File: config.mk
export PLATFORM = sky130hd
export DESIGN_NAME = mem_access_stage
export DESIGN_NICKNAME = d
export VERILOG_FILES = /design/src/rtl/mem_access_stage.sv
export SDC_FILE = /design/constraint.sdc
export NUM_CORES = 1
export LEC_CHECK = 0
export ABC_AREA = 1
export BUFFER_PORTS_ARGS = -buffer_cell sky130_fd_sc_hd__buf_2
export CORE_ASPECT_RATIO = 1.75
export CORE_MARGIN = 1
export CORE_UTILIZATION = 40
export CTS_BUF_LIST = sky130_fd_sc_hd__clkbuf_2 sky130_fd_sc_hd__clkbuf_4 sky130_fd_sc_hd__clkbuf_8
export CTS_CLUSTER_DIAMETER = 200
export DETAILED_ROUTE_END_ITERATION = 8
export HOLD_SLACK_MARGIN = 0.12
export PLACE_DENSITY = 0.75
export SKIP_LAST_GASP = 1
export SLEW_MARGIN = 20
export SYNTH_ARGS = -nofsm -noshare
export SYNTH_HDL_FRONTEND = slang
export SYNTH_SLANG_ARGS = --single-unit
File: constraint.sdc
create_clock -name clk -period 1.6 [get_ports clk]
set_clock_uncertainty 0.05 [all_clocks]
set_input_delay 0.08 -clock clk [delete_from_list [all_inputs] [get_ports clk]]
set_output_delay 0.08 -clock clk [all_outputs]
set_load 0.02 [all_outputs]
File: src/rtl/mem_access_stage.sv
// mem_access_stage: memory-access pipeline stage.
// Passes ALU results through to write-back with one cycle of latency and
// runs byte/half/word loads and stores over a registered req/ack handshake,
// holding the upstream pipeline while an access is outstanding.
//
// Optional feature: define MEM_MISALIGN_TRAP_EN to flag misaligned half/word
// accesses on misalign_o/misalign_addr_o instead of aligning them down.
//
// state  | meaning
// -------+------------------------------------------------------------
// S_IDLE | no access outstanding; ALU results pass through, new ops issue
// S_WAIT | request on dmem; waiting for dmem_ack_i, upstream held
module mem_access_stage #(
    parameter int ADDR_W     = 32,
    parameter int REG_ADDR_W = 5
) (
    input  logic                  clk,
    input  logic                  rst,
    input  logic                  ex_valid_i,
    input  logic                  ex_w_enable_i,
    input  logic [REG_ADDR_W-1:0] ex_w_addr_i,
    input  logic [31:0]           ex_w_data_i,
    input  logic [3:0]            ex_memop_i,
    input  logic [31:0]           ex_store_data_i,
    output logic                  stall_req_o,
    output logic                  dmem_req_o,
    output logic                  dmem_we_o,
    output logic [ADDR_W-1:0]     dmem_addr_o,
    output logic [3:0]            dmem_be_o,
    output logic [31:0]           dmem_wdata_o,
    input  logic                  dmem_ack_i,
    input  logic [31:0]           dmem_rdata_i,
`ifdef MEM_MISALIGN_TRAP_EN
    output logic                  misalign_o,
    output logic [ADDR_W-1:0]     misalign_addr_o,
`endif
    output logic                  w_enable_o,
    output logic [REG_ADDR_W-1:0] w_addr_o,
    output logic [31:0]           w_data_o
);

    localparam logic [3:0] MOP_LB  = 4'h1;
    localparam logic [3:0] MOP_LH  = 4'h2;
    localparam logic [3:0] MOP_LW  = 4'h3;
    localparam logic [3:0] MOP_LBU = 4'h4;
    localparam logic [3:0] MOP_LHU = 4'h5;
    localparam logic [3:0] MOP_SB  = 4'h8;
    localparam logic [3:0] MOP_SH  = 4'h9;
    localparam logic [3:0] MOP_SW  = 4'hA;

    typedef enum logic {S_IDLE, S_WAIT} state_t;

    state_t state, state_nx;

    logic [ADDR_W-1:0]     ea;
    logic                  is_load, is_store, is_byte, is_half, is_word;
    logic                  misalign_c, mem_issue;
    logic [1:0]            lane;
    logic [3:0]            be_nx;
    logic [31:0]           wdata_nx;

    logic [REG_ADDR_W-1:0] rd_q;
    logic [3:0]            op_q;
    logic [1:0]            lane_q;
    logic                  ld_q;
    logic [7:0]            rbyte;
    logic [15:0]           rhalf;
    logic [31:0]           load_fmt;

    assign ea = ex_w_data_i[ADDR_W-1:0];

    // Decode the execute-stage memop and build the request fields.
    always_comb begin
        is_load  = 1'b0;
        is_store = 1'b0;
        is_byte  = 1'b0;
        is_half  = 1'b0;
        is_word  = 1'b0;
        case (ex_memop_i)
            MOP_LB, MOP_LBU: begin is_load  = 1'b1; is_byte = 1'b1; end
            MOP_LH, MOP_LHU: begin is_load  = 1'b1; is_half = 1'b1; end
            MOP_LW:          begin is_load  = 1'b1; is_word = 1'b1; end
            MOP_SB:          begin is_store = 1'b1; is_byte = 1'b1; end
            MOP_SH:          begin is_store = 1'b1; is_half = 1'b1; end
            MOP_SW:          begin is_store = 1'b1; is_word = 1'b1; end
            default: ;
        endcase

        // Half ops ignore ea[0] and word ops ignore ea[1:0] when aligning down.
        lane     = 2'b00;
        be_nx    = 4'b1111;
        wdata_nx = ex_store_data_i;
        if (is_byte) begin
            lane     = ea[1:0];
            be_nx    = 4'b0001 << ea[1:0];
            wdata_nx = {4{ex_store_data_i[7:0]}};
        end else if (is_half) begin
            lane     = {ea[1], 1'b0};
            be_nx    = ea[1] ? 4'b1100 : 4'b0011;
            wdata_nx = {2{ex_store_data_i[15:0]}};
        end

`ifdef MEM_MISALIGN_TRAP_EN
        misalign_c = ex_valid_i && ((is_half && ea[0]) || (is_word && (ea[1:0] != 2'b00)));
`else
        misalign_c = 1'b0;
`endif
        mem_issue = ex_valid_i && (is_load || is_store) && !misalign_c;
    end

    // Extract the addressed lane from the returned word and extend it.
    always_comb begin
        case (lane_q)
            2'd0:    rbyte = dmem_rdata_i[7:0];
            2'd1:    rbyte = dmem_rdata_i[15:8];
            2'd2:    rbyte = dmem_rdata_i[23:16];
            default: rbyte = dmem_rdata_i[31:24];
        endcase
        rhalf = lane_q[1] ? dmem_rdata_i[31:16] : dmem_rdata_i[15:0];
        case (op_q)
            MOP_LB:  load_fmt = {{24{rbyte[7]}}, rbyte};
            MOP_LBU: load_fmt = {24'h0, rbyte};
            MOP_LH:  load_fmt = {{16{rhalf[15]}}, rhalf};
            MOP_LHU: load_fmt = {16'h0, rhalf};
            default: load_fmt = dmem_rdata_i;
        endcase
    end

    // State register.
    always_ff @(posedge clk) begin
        if (rst) state <= S_IDLE;
        else     state <= state_nx;
    end

    // Next-state logic.
    always_comb begin
        state_nx = state;
        case (state)
            S_IDLE:  if (mem_issue)  state_nx = S_WAIT;
            S_WAIT:  if (dmem_ack_i) state_nx = S_IDLE;
            default: state_nx = S_IDLE;
        endcase
    end

    // Stall is raised the cycle an op is accepted and released on the ack cycle.
    always_comb begin
        stall_req_o = 1'b0;
        case (state)
            S_IDLE:  stall_req_o = mem_issue;
            S_WAIT:  stall_req_o = !dmem_ack_i;
            default: stall_req_o = 1'b0;
        endcase
    end

    // Registered request, write-back and bookkeeping fields.
    always_ff @(posedge clk) begin
        if (rst) begin
            dmem_req_o      <= 1'b0;
            dmem_we_o       <= 1'b0;
            dmem_addr_o     <= '0;
            dmem_be_o       <= 4'h0;
            dmem_wdata_o    <= 32'h0;
            w_enable_o      <= 1'b0;
            w_addr_o        <= '0;
            w_data_o        <= 32'h0;
            rd_q            <= '0;
            op_q            <= 4'h0;
            lane_q          <= 2'b00;
            ld_q            <= 1'b0;
`ifdef MEM_MISALIGN_TRAP_EN
            misalign_o      <= 1'b0;
            misalign_addr_o <= '0;
`endif
        end else begin
`ifdef MEM_MISALIGN_TRAP_EN
            misalign_o <= 1'b0;
`endif
            case (state)
                S_IDLE: begin
                    if (!ex_valid_i) begin
                        w_enable_o <= 1'b0;
                    end else if (mem_issue) begin
                        dmem_req_o   <= 1'b1;
                        dmem_we_o    <= is_store;
                        dmem_addr_o  <= {ea[ADDR_W-1:2], 2'b00};
                        dmem_be_o    <= be_nx;
                        dmem_wdata_o <= wdata_nx;
                        rd_q         <= ex_w_addr_i;
                        op_q         <= ex_memop_i;
                        lane_q       <= lane;
                        ld_q         <= is_load;
                        w_enable_o   <= 1'b0;
`ifdef MEM_MISALIGN_TRAP_EN
                    end else if (misalign_c) begin
                        misalign_o      <= 1'b1;
                        misalign_addr_o <= ea;
                        w_enable_o      <= 1'b0;
`endif
                    end else begin
                        w_enable_o <= ex_w_enable_i;
                        w_addr_o   <= ex_w_addr_i;
                        w_data_o   <= ex_w_data_i;
                    end
                end
                S_WAIT: begin
                    if (dmem_ack_i) begin
                        dmem_req_o <= 1'b0;
                        w_enable_o <= ld_q;
                        if (ld_q) begin
                            w_addr_o <= rd_q;
                            w_data_o <= load_fmt;
                        end
                    end else begin
                        w_enable_o <= 1'b0;
                    end
                end
                default: ;
            endcase
        end
    end

endmodule

### After elaboration in Yosys (flattened, before gate mapping)

Index checks and enable logic that the tools add are counted.

* bits in registers: 119
* input bits: 110
* output and inout bits: 109

* eq/ne operators: 19
* shift operators: 1
* muxes and demuxes: 36
* bitwise gates (word level): 1
* reduce and logical (&&, ||, !) cells: 11

Operators by type and width (count)
* two-way mux 32 bit: 6
* case mux 32 bit (4 select lines): 1
* case mux 32 bit (2 select lines): 1
* case mux 8 bit (3 select lines): 1
* two-way mux 5 bit: 4
* equality test 4 x 3 -> 1 bit, second input constant: 4
* two-way mux 16 bit: 1
* equality test 4 x 2 -> 1 bit, second input constant: 3
* equality test 4 bit, second input constant: 3
* two-way mux 1 bit: 12
* two-way mux 4 bit: 3
* case mux 5 bit (2 select lines): 1
* OR reduction 3 bit: 3
* equality test 4 x 1 -> 1 bit, second input constant: 2
* inequality test 2 bit, second input constant: 4
* case mux 1 bit (2 select lines): 4
* AND reduction 3 bit: 2
* OR reduction 5 bit: 1
* two-way mux 2 bit: 2
* AND reduction 4 bit: 1
* << shifter 1 x 2 -> 4 bit, first input constant: 1
* equality test 2 x 1 -> 1 bit, second input constant: 1
* equality test 2 bit, second input constant: 1
* zero test 2 bit: 1
* other kinds (5): 5

### Logic depth before layout (Yosys ltp)

* depth in word-level cells: 8
* gate-level depth with buffers: 11
* depth with buffers taken out: 11

### Worst setup path after synthesis

Ideal clock, no wire load.

* path type: reg-to-reg
* start: reg lane_q[0]
* end: reg w_data_o[21]
* data arrival time: 1298 ps
* path slack: 124 ps
* stages on the path, launching flop included: 9
* buffers on the path: 2
* cell sequence: dfxtp_1 buf_4 nand2_4 or2_4 nand3_4 nand2_4 buf_6 o21bai_1 a21oi_1

* longest elaborated chain between the ends: 6

Ends and longest elaborated chain
* from (decl): RTL line 64 `logic [1:0] lane_q;`
* from (signal assigned): RTL line 190 `lane_q <= lane;`
* equality test 2 bit (tied with other cells): RTL line 113 `case (lane_q)`
* case mux 8 bit (3 select lines) (*): RTL line 113
* case mux 32 bit (4 select lines) (*): RTL line 120 `case (op_q)`
* two-way mux 32 bit (*): RTL line 209 `if (ld_q) begin`
* two-way mux 32 bit (*): RTL line 206 `if (dmem_ack_i) begin`
* case mux 32 bit (2 select lines) (*): RTL line 178 `case (state)`
* to (signal assigned): RTL line 202 `w_data_o <= ex_w_data_i;`
* to (signal assigned): RTL line 211 `w_data_o <= load_fmt;`
* to (decl): RTL line 39 `output logic [31:0] w_data_o`

Mark *: on every way between the ends. The rest lies on a longest branch, timed or not. The select of a mux whose other input is x is not followed.
A chain may end at the register's enable or synchronous reset.

### Final worst setup path

* start: reg state
* end: reg dmem_wdata_o[31]

* longest elaborated chain between the ends: 2

Ends and longest elaborated chain
* from (decl): RTL line 53 `state_t state, state_nx;`
* from (signal assigned): RTL line 132 `else state <= state_nx;`
* inverter 1 bit (no line)
* AND reduction 3 bit (no line)
* to (signal assigned): RTL line 187 `dmem_wdata_o <= wdata_nx;`
* to (decl): RTL line 30 `output logic [31:0] dmem_wdata_o,`

No other way between the ends.

==> qor.json <==
{
  "timing.max_slew.rel_slack": {"value": 0.655},
  "portBuffers": {"value": 216},
  "floorplan_die_width": {"value": 95.5, "unit": "um"},
  "min_period_over_period": {"value": 0.997},
  "finalPower": {"value": 0.00871, "unit": "W"},
  "placed_instance_count": {"value": 1256},
  "first_pass_iters": {"value": 5},
  "cp_data_arrival_time": {"value": 1.86, "unit": "ns"},
  "r2r_end": {"value": "dmem_wdata_o[31]"},
  "post_synth.cell_area_avg": {"value": 6.95, "unit": "sq um"},
  "cts.reportedPaths.clkPinSlew": {"value": 0.08, "unit": "ns"},
  "clock_tree.htree_level_count": {"value": 4},
  "final_core_utilization": {"value": 0.615},
  "max_cap_violation_count": {"value": 0},
  "setup-violations-final": {"value": 0},
  "clock-root-buffer": {"value": "clkbuf_8"},
  "finalNetCount": {"value": 1326},
  "die_area": {"value": 15800, "unit": "sq um"},
  "cts_num_sinks": {"value": 119},
  "worstHoldPathCells": {"value": 3},
  "detailedRoute.firstIterationViolations": {"value": 386},
  "rows": {"value": 59},
  "clkLatencyLatePin": {"value": 0.43, "unit": "ns"},
  "ioPinCount": {"value": 219},
  "layout.cells.non_filler": {"value": 1412},
  "tritoncts.num_buffers": {"value": 17},
  "grt_pass1_wl": {"value": 33.2, "unit": "mm"},
  "worst-setup-path-type": {"value": "reg -> reg"},
  "finalWirelength": {"value": 22.7, "unit": "mm"},
  "worst_slack": {"value": 0.00522, "unit": "ns"},
  "pre_cts_slack": {"value": -0.0627, "unit": "ns"},
  "post_synth_num_cell_types": {"value": 33},
  "max-clock-path-buffers": {"value": 2},
  "timing.critical_path.required": {"value": 1.86, "unit": "ns"},
  "power.leakage": {"value": 4.42, "unit": "nW"},
  "routed_via_density": {"value": 5.09},
  "vias_in_the_first_global_route": {"value": 6963},
  "route.detailed.drc": {"value": 0},
  "antenna-diode-count": {"value": 0},
  "synth_warnings": {"value": 0},
  "coreArea": {"value": 14900, "unit": "sq um"},
  "die_h": {"value": 166, "unit": "um"},
  "floorplan.initialDensity": {"value": 0.410},
  "globalplace.congestion": {"value": 0.961},
  "grtUsageTotal": {"value": 0.274},
  "post_synth_main_area_contributors": {"value": "dfxtp_1 (39%), nand2_1 (17%), a21oi_1 (7.0%)"},
  "postSynthCellCount": {"value": 879},
  "regToRegSetupSlack": {"value": 0.005, "unit": "ns"},
  "tightestPinTransition": {"value": 0.517, "unit": "ns"},
  "max_freq": {"value": 627, "unit": "MHz"},
  "vdd.ir_drop.worst": {"value": 582, "unit": "uV"},
  "worst_hold_startpoint": {"value": "ex_memop_i[1]"},
  "power.density": {"value": 951, "unit": "nW/um^2"},
  "antenna_violations_before_repair": {"value": 0},
  "layout_min_cycle_time": {"value": 1.59, "unit": "ns"},
  "postCtsHoldBufs": {"value": 112},
  "hpwlAfterDp": {"value": 15.2, "unit": "mm"},
  "routed_wire_length_per_instance": {"value": 16.1, "unit": "um"},
  "outcome": {"value": "finished with violations"},
  "tritoncts": {"value": "built"},
  "vias": {"value": 7191},
  "syn_area": {"value": 6110, "unit": "sq um"},
  "synth_largest_area_cell": {"value": "dfxtp_1"},
  "synth_seq_cells": {"value": 119},
  "endpoint_of_the_worst_hold_timing_path": {"value": "op_q[1]"},
  "reg2reg_from": {"value": "state"},
  "crit_path_max_fanout": {"value": 6},
  "rsz0062_at_grt": {"value": "true"},
  "worstSetupEndpointType": {"value": "register"},
  "timing_hold_violations_final": {"value": 1},
  "timing.reg2reg.worst_path_depth": {"value": 10},
  "area_growth_syn_to_layout": {"value": 49.9, "unit": "%"},
  "grt_remaining_overflow": {"value": 0},
  "yosysTopAreaCellShare": {"value": 0.390},
  "fraction_of_layout_cells_with_a_size_suffix_above_1": {"value": 0.318},
  "timing.hold.ws": {"value": -0.00540, "unit": "ns"},
  "cp-start-kind": {"value": "register"},
  "slew_viol_final": {"value": 0},
  "violations_in_the_final_reports": {"value": "hold timing"},
  "seq_area_frac_synth": {"value": 0.390},
  "drtAntennaViolNets": {"value": 0},
  "maximum_number_of_pins_on_one_net_before_global_route_repair": {"value": 48},
  "min-delay-path-class": {"value": "in -> reg"}
}
-- how the worst max path moves through the flow --
stage                    from               end  slack [ns]  cells after the start
global route            state       stall_req_o       -0.07                      8
floorplan           lane_q[0]      w_data_o[21]        0.12                      8
CTS                     state       stall_req_o       -0.08                      9
global placement    lane_q[1]      w_data_o[17]       0.008                      7
finish                  state  dmem_wdata_o[31]       0.005                     10
detailed placement  lane_q[1]      w_data_o[30]       -0.06                      7
-- synthesized netlist by cell type --
cell type,instances
buf_8,3
a211oi_1,5
nand2_4,4
o21ai_0,67
buf_1,1
dfxtp_1,119
buf_4,9
o21ai_2,4
o21bai_1,16
a211oi_2,1
o211ai_1,8
nand3_4,2
a31oi_1,1
or2_4,1
buf_6,8
nand3_1,18
buf_2,13
a21oi_1,86
nand2_2,24
inv_2,5
nor2_4,3
or2_2,1
o22ai_1,4
nand2_1,272
buf_12,1
conb_1,1
a21oi_2,39
clkbuf_1,21
o21a_1,1
nor2_1,76
inv_1,60
o21ai_1,4
nor2_2,1
-- where the power goes --
part	leakage, nW	switching [W]	total, W	internal (W)
Combinational	3.25	0.00147	0.00249	0.00102
Clock	0.197	0.00137	0.00288	0.00151
Sequential	0.980	0.000141	0.00335	0.00321
-- state kept, by name (all words and copies together) (netlist names), 2 cells and up --
signal / cells
w_addr_o: 5
rd_q: 5
dmem_wdata_o: 32
w_data_o: 32
lane_q: 2
dmem_addr_o: 30
dmem_be_o: 4
op_q: 4
-- metrics by stage --
stage	TNS [ns]	instance area, sq um	hold WS, ns
final	0	9170	-0.00540
after detailed placement	-0.781	7390	0.298
after floorplan	0	6120	0.173
after global placement	0	7390	0.294
after global routing	-1.32	9170	0.0391
after CTS	-0.0785	8990	-0.0262
-- layout by cell type (no fill, tap or decap), drive strengths merged --
master	synthesis	final
buf	35	259
nor2	80	80
bufinv	0	2
a21oi	125	125
inv	65	69
o21ai	75	75
o21a	1	1
dlygate4sd3	0	111
o211ai	8	8
clkinvlp	0	4
clkbuf	21	23
dfxtp	119	119
a211oi	6	6
nand3	20	20
nand2	300	300
or2	2	2
clkinv	0	2
o22ai	4	4
o21bai	16	16
conb	1	2
a31oi	1	1
-- repair_timing --
item,CTS,global route
gates cloned,0,3
endpoints found under the hold margin,115,1
resized for setup,10,21
endpoints found under the setup margin,48,39
setup buffers,4,7
pin swaps,2,1
-- layer usage --
layer	wire, um	part of all wire	up-vias	GRT usage
met4	1530	0.067	0	0.195
li1	-	-	3497	-
met1	7910	0.35	3236	0.282
met2	11800	0.52	363	0.485
met3	1440	0.063	95	0.0531
met5	0	0	-	0
-- area by class of cell --
cell class / instances / area (sq um)
multi-input combinational: 640 / 3170
inverter: 65 / 262
fill: 1337 / 5750
clock inverter: 12 / 139
timing repair buffer: 373 / 2710
sequential: 119 / 2390
clock buffer: 20 / 269
tap: 183 / 229
-- logic make-up (layout without fill, tap and decap cells) --
kind of cell | Yosys count | after routing | share of synthesized area
simple gates | 402 | 402 | 0.275
compound gates | 236 | 236 | 0.234
buf+inv | 121 | 470 | 0.100
flops | 119 | 119 | 0.390
other cells | 1 | 2 | 0.000613
-- critical path, stage by stage (launching register included) --
cell,delay (ns)
dfxtp_2,0.33
inv_2,0.06
nand2_2,0.09
inv_4,0.10
nand2_4,0.07
nand2_8,0.11
clkinv_8,0.06
buf_12,0.13
buf_4,0.15
a21oi_1,0.21
a21oi_1,0.11
Note: power is estimated with default switching activity, not from simulation.
